## src/rtl/c_drain.sv

```systemverilog
// c_drain: captures saved 16-bit C results into a small FIFO and
// streams them out low byte first over a valid/ready byte port.
module c_drain #(
  parameter int DEPTH = 4
) (
  input  logic                       clk,
  input  logic                       rst,
  input  logic [15:0]                in_data,
  input  logic                       in_save,
  output logic [7:0]                 out_data,
  output logic                       out_valid,
  input  logic                       out_ready,
  output logic [$clog2(DEPTH):0]     count,
  output logic                       overflow
);

  localparam int AW = $clog2(DEPTH);
  localparam int CW = AW + 1;
  localparam logic [CW-1:0] FULLV = CW'(DEPTH);

  logic [15:0]   mem [DEPTH];
  logic [AW-1:0] wp;
  logic [AW-1:0] rp;
  logic          ph;

  logic          xfer;
  logic          pop;
  logic          full;
  logic          push;
  logic          drop;
  logic [15:0]   head;

  assign out_valid = (count != '0);
  assign full      = (count == FULLV);
  assign xfer      = out_valid && out_ready;
  assign pop       = xfer && ph;
  assign push      = in_save && (!full || pop);
  assign drop      = in_save && full && !pop;
  assign head      = mem[rp];

  // Gate with valid so unwritten memory never leaks X onto the pins
  always_comb begin
    out_data = 8'h00;
    if (out_valid)
      out_data = ph ? head[15:8] : head[7:0];
  end

  always_ff @(posedge clk) begin
    if (!rst && push)
      mem[wp] <= in_data;
  end

  always_ff @(posedge clk) begin
    if (rst) begin
      wp       <= '0;
      rp       <= '0;
      count    <= '0;
      ph       <= 1'b0;
      overflow <= 1'b0;
    end else begin
      if (push)
        wp <= wp + 1'b1;
      if (xfer)
        ph <= ~ph;
      if (pop)
        rp <= rp + 1'b1;
      if (drop)
        overflow <= 1'b1;
      unique case (1'b1)
        (push && !pop): count <= count + 1'b1;
        (pop && !push): count <= count - 1'b1;
        default:        count <= count;
      endcase
    end
  end

endmodule

```

## config.mk

```make
export PLATFORM = sky130hd
export DESIGN_NAME = c_drain
export DESIGN_NICKNAME = d
export VERILOG_FILES = /design/src/rtl/c_drain.sv
export SDC_FILE = /design/constraint.sdc
export NUM_CORES = 1
export LEC_CHECK = 0
export ABC_AREA = 1
export BUFFER_PORTS_ARGS = -buffer_cell sky130_fd_sc_hd__buf_4
export CAP_MARGIN = 20
export CORE_ASPECT_RATIO = 1.25
export CORE_MARGIN = 3
export CORE_UTILIZATION = 30
export CTS_CLUSTER_DIAMETER = 150
export DETAILED_ROUTE_END_ITERATION = 10
export HOLD_SLACK_MARGIN = 0.1
export SLEW_MARGIN = 5
export SYNTH_ARGS = -nofsm -noshare
export SYNTH_HDL_FRONTEND = slang
export SYNTH_SLANG_ARGS = --single-unit
```

## constraint.sdc

```tcl
create_clock -name clk -period 2.13 [get_ports clk]
set_clock_uncertainty 0.2 [all_clocks]
set_input_delay 0.426 -clock clk [delete_from_list [all_inputs] [get_ports clk]]
set_output_delay 0.426 -clock clk [all_outputs]
set_load 0.01 [all_outputs]
```

Word-level counts from Yosys, hierarchy flattened --
Memory sizes are Yosys's and may differ from the RTL's. A register that Yosys moved wholly into a read port is not among the register bits. Index checks and enable logic that the tools add are counted.
Word-level totals: memories kept 1, memory bits (writable) 64, logic and storage cells 34, register bits 9, input bits 20
Cells by class: bitwise gates (word level) 1, multiplexer cells 7, equal/unequal tests 1, $add $sub $neg 4, reductions and logical operators 15
Memories:
- mem | words 4, bits a word 16, rd ports 1, clocked after Yosys merged registers in 1, wr ports 1, line 21 | logic [15:0] mem [DEPTH];
Operator list (number):
- 2-to-1 mux 8 bit | 2
- logical AND 1 bit | 8
- one-hot mux 3 bit (2 select lines) | 1
- adder 2 x 1 -> 2 bit (second input constant) | 2
- zero test 1 bit | 4
- 2-to-1 mux 2 bit | 2
- adder 3 x 1 -> 3 bit (second input constant) | 1
- equality test 3 bit (second input constant) | 1
- nonzero test 3 bit | 1
- subtractor 3 x 1 -> 3 bit (second input constant) | 1
- 2-to-1 mux 1 bit | 2
- nonzero test 2 bit | 1
- logical OR 1 bit | 1
- inverter 1 bit | 1

Logic depth before layout (Yosys ltp) --
word-level depth 8, gate-level depth with buffers 11, gate-level depth less buffers 11

Worst setup path before layout --
Ideal clock, no wire load.
path type reg-to-reg, start point register count[2], end point memory mem[0][0], enable pin, cell stages (with the launch flop) 9, data required time 1.541 ns, arrival 1.738 ns, slack -0.196 ns, setup time 0.389 ns, path through dfxtp_1 inv_1 nand2_4 nand3_4 nand3_1 nand2_2 inv_2 nand2_2 nor2_1
Between the ends: cells in the longest elaborated chain, start to end 8, elaborated cells on any way between the ends 10, those cells by class eq/ne: 1; mux: 2; reduce/logical: 7
Ends and longest elaborated chain:
- start: declaration | line 13 | output logic [$clog2(DEPTH):0] count,
- start signal: assignment | line 70 | (push && !pop): count <= count + 1'b1;
- start signal: assignment | line 71 | (pop && !push): count <= count - 1'b1;
- start signal: assignment | line 72 | default: count <= count;
- nonzero test 3 bit | line 33 | assign out_valid = (count != '0);
- named net out_valid | line 11 | output logic out_valid,
- logical AND 1 bit | line 35 | assign xfer = out_valid && out_ready;
- logical AND 1 bit | line 36 | assign pop = xfer && ph;
- logical OR 1 bit | line 37 | assign push = in_save && (!full || pop);
- logical AND 1 bit | line 37
- logical AND 1 bit | line 49 | if (!rst && push)
- 2-to-1 mux 1 bit | line 49
- 2-to-1 mux 1 bit (implied by the code) | line 50 | mem[wp] <= in_data;
- end: declaration | line 21
The timed path passes the listed nets, and every way through them passes these cells.

==> results.md <==
- Syn_area_per_cell: 11.31 um^2
- Final period util: 1.036
- Floorplan die height: 119.6 um
- Inserted Clock Buffers: 9
- Max capacitance violation total: 0
- Transition time at the pin with the least slew margin: 0.2557 ns
- Aggregate global-route resource usage: 0.1128
- Antenna violation net count after detailed routing: 0
- Total number of yosys warnings: 0
- Critical path depth: 9
- Critical Path Source Type: flop
- Placement Rows: 40
- Synthesized area: 0.003099 mm^2
- Setup repair after global routing missed its margin: true
- GR Layer Usage met2: 0.1904
- Area enclosed by the die boundary: 0.01159 mm^2
- Crit-path max FO: 8
- Distinct cell type count of the synthesized netlist: 22
- Final Max Tran Viols: 0
- Setup violators final: 8
- Critical path data required time: 1.50 ns
- Kind of path behind the tightest hold check: input pin to flop
- Cell at the root of the clock tree: sky130_fd_sc_hd__clkbuf_16
- First-pass GRT wire length: 10210 um
- Met3 Use GR: 0.02267
- Fillers: 895
- Final setup slack of the worst path: -0.07733 ns
- Worst hold path endpoint: mem[1][9]
- Most Frequent Cell on Critical Path: sky130_fd_sc_hd__nor2_1
- Hold path startpoint: in_data[9]
- Number of instances in the synthesized netlist: 274
- Cell family with most CP delay: buffers and inverters
- Layout Cells excl Fill: 469
- Clock tree buffer depth: 2
- Shortest period the worst path allows: 2.207 ns
- # nets final: 363
- Share of the core filled with cells in the final layout: 0.4268
- Largest vdd supply drop: 0.5018 mV
- HPWL reported at the end of detailed placement: 4161 um
- Number of global-route vias before repair: 2115
- Power Dens Cells: 930.9 mW/mm^2
- Met1 capacity usage during global routing: 0.1329
- Data arrival at the endpoint of the critical path: 1.58 ns
- Initial drt markers: 156
- Top Usage Layer GRT: met2
- End of the worst register-to-register path: count[2]
- Hold slack final: 0.1074 ns
- Finished layout cell area: 0.004208 mm^2
- Clock latency on the worst-skew pair: 0.33 ns
- Total negative slack for setup checks: -0.4972 ns
- Clock tree from TritonCTS: done
- Number of antenna violations at the first check in global routing: 0
- Via count: 2151
- Failing checks: negative setup slack
- Worst Hold Depth: 1
- DRC Markers: 0
- Total grt overflow: 0
- Worst-path cell chain: clkbuf_16 -> buf_4 -> nor2_1 -> nor2_1 -> o21ai_1 -> o21ai_1 -> nor2_1 -> nor2_1 -> buf_4
- Synthesized netlist net count: 299
- Startpoint of the lowest-slack register-to-register path: count[1]
- Number of port buffers: 32
- Normalized max-slew margin: 0.8293
- Die extent in x: 96.91 um
- Critical-path cell with the highest stage delay: sky130_fd_sc_hd__dfxtp_4
- DRT Pass-1 Iters: 4
- Share of layout cells above drive strength 1: 0.2362
- Placed Cells incl. Taps: 435
- Kind of critical path: flop to output pin
- Status: finished, violations left
- Reported leakage power: 1.590 nW
- Yosys reg bits: 75
- Number of H-tree branching levels: 3
- Clock-pin slew reported for the worst setup and hold paths after clock tree synthesis: 0.05 ns
- Count of clock tree sinks: 75
- Depth of the worst register-to-register path: 10
- Worst slack, placed: 0.1295 ns
- Antenna diodes: 0
- Highest achievable clock rate: 453.0 MHz
- Design Power: 3.917 mW
- Crit-path max cell delay: 0.39 ns
- Area added between synthesis and finish: 35.77%
- Buf+Inv Stages, Crit Path: 3
- Total wire length after detailed routing: 6325 um
- Sort of element at the end of the critical path: output pin
- IO Count: 33
- Sequential cell area fraction in the yosys report: 0.6912
- Flop-to-flop setup slack: 0.10 ns
- Final number of hold-violating endpoints: 0
- Post-DP Area: 0.003591 mm^2
- Wire per inst: 13.49 um
- Pin count of the biggest net entering global routing: 33
- Initial Utilization: 0.3143
- Area inside the core boundary: 0.009859 mm^2
- Drt via density: 4.586
- Gpl congestion: 0.7699
==> registers in the layout (all words and copies together) (netlist names), named ones only <==
signal    count
rp            2
ph            1
mem          64
overflow      1
count         3
wp            2
==> worst register-to-register path, cell delays in order (launching register included) <==
cell	delay, ns
sky130_fd_sc_hd__dfxtp_1	0.42
sky130_fd_sc_hd__nor2_4	0.08
sky130_fd_sc_hd__nand2_4	0.14
sky130_fd_sc_hd__nand3_4	0.12
sky130_fd_sc_hd__inv_4	0.11
sky130_fd_sc_hd__nand2_4	0.06
sky130_fd_sc_hd__fa_1	0.39
sky130_fd_sc_hd__inv_1	0.07
sky130_fd_sc_hd__nand4_1	0.12
sky130_fd_sc_hd__a21oi_1	0.17
sky130_fd_sc_hd__nor2_1	0.06
==> synth_stat cells (all sizes together) <==
library cell	instances	area share
nand2	9	0.018
edfxtp	64	0.62
ha	4	0.016
nand3	5	0.012
dfxtp	11	0.071
nand4	2	0.0040
fa	1	0.0065
a21oi	7	0.011
nor2	79	0.098
inv	20	0.025
o21ai	62	0.10
buf	8	0.015
clkbuf	2	0.0028
==> timing repair <==
item                                   CTS  global route
setup buffers                            0             3
gates cloned                             0             2
gates resized for setup                 22            17
endpoints found under the hold margin   49             0
hold buffers                            13             0
pin swaps                                1            11
setup endpoints to repair                8             9
==> metal layers <==
| metal | part of all wire | vias to the layer above |
|---|---|---|
| met1 | 0.46 | 1018 |
| met3 | 0.042 | 10 |
| met4 | 0.021 | 0 |
| met2 | 0.48 | 46 |
| li1 | - | 1077 |
| met5 | 0 | - |
==> worst max path at each step <==
stage,from,endpoint,slack (ns)
floorplan,count[2],mem[0][0],-0.20
CTS,flop,out_data[6],-0.05
finish,flop,out_data[2],-0.08
global route,flop,out_data[6],-0.19
global placement,count[2],count[2],0.17
detailed placement,count[2],count[2],0.13
==> cell type report <==
type	count	area, um^2	area share
Multi-Input combinational cell	169	844.6	0.2007
Tap cell	126	157.7	0.03747
Sequential cell	75	2146	0.5100
Clock buffer	9	225.2	0.05352
Timing Repair Buffer	63	614.3	0.1460
Inverter	20	80.08	0.01903
Clock inverter	7	140.1	0.03330
==> cells in the final DEF (no fill, tap or decap) <==
master,instances
sky130_fd_sc_hd__ha_1,4
sky130_fd_sc_hd__buf_6,1
sky130_fd_sc_hd__nand4_1,2
sky130_fd_sc_hd__bufinv_16,4
sky130_fd_sc_hd__dlygate4sd3_1,13
sky130_fd_sc_hd__dfxtp_1,10
sky130_fd_sc_hd__inv_4,2
sky130_fd_sc_hd__o21ai_0,29
sky130_fd_sc_hd__nor2_2,3
sky130_fd_sc_hd__buf_12,5
sky130_fd_sc_hd__nand2_2,3
sky130_fd_sc_hd__o21ai_1,32
sky130_fd_sc_hd__nand3_4,1
sky130_fd_sc_hd__a21oi_1,7
sky130_fd_sc_hd__nor2_4,2
sky130_fd_sc_hd__fa_1,1
sky130_fd_sc_hd__buf_4,41
sky130_fd_sc_hd__edfxtp_1,64
sky130_fd_sc_hd__clkbuf_16,11
sky130_fd_sc_hd__inv_2,1
sky130_fd_sc_hd__dfxtp_4,1
sky130_fd_sc_hd__nand2_1,4
sky130_fd_sc_hd__inv_1,17
sky130_fd_sc_hd__nand2_4,2
sky130_fd_sc_hd__nor2_1,74
sky130_fd_sc_hd__nand3_1,4
sky130_fd_sc_hd__clkinvlp_4,1
sky130_fd_sc_hd__clkinv_1,1
sky130_fd_sc_hd__buf_8,1
sky130_fd_sc_hd__o21ai_2,1
sky130_fd_sc_hd__clkinv_4,1
==> logic make-up after synthesis <==
logic type      count (synthesis)  share of synthesized area
buf+inv                        30                    0.04239
fa+ha+maj                       5                    0.02261
simple gates                   95                     0.1324
flops                          75                     0.6912
compound gates                 69                     0.1114
==> power breakdown <==
part | leakage, nW | internal, mW | switching [mW]
Sequential | 0.672 | 1.65 | 0.0306
Clock | 0.173 | 1.26 | 0.554
Combinational | 0.745 | 0.197 | 0.231
Power figures use the tool's default switching activity.
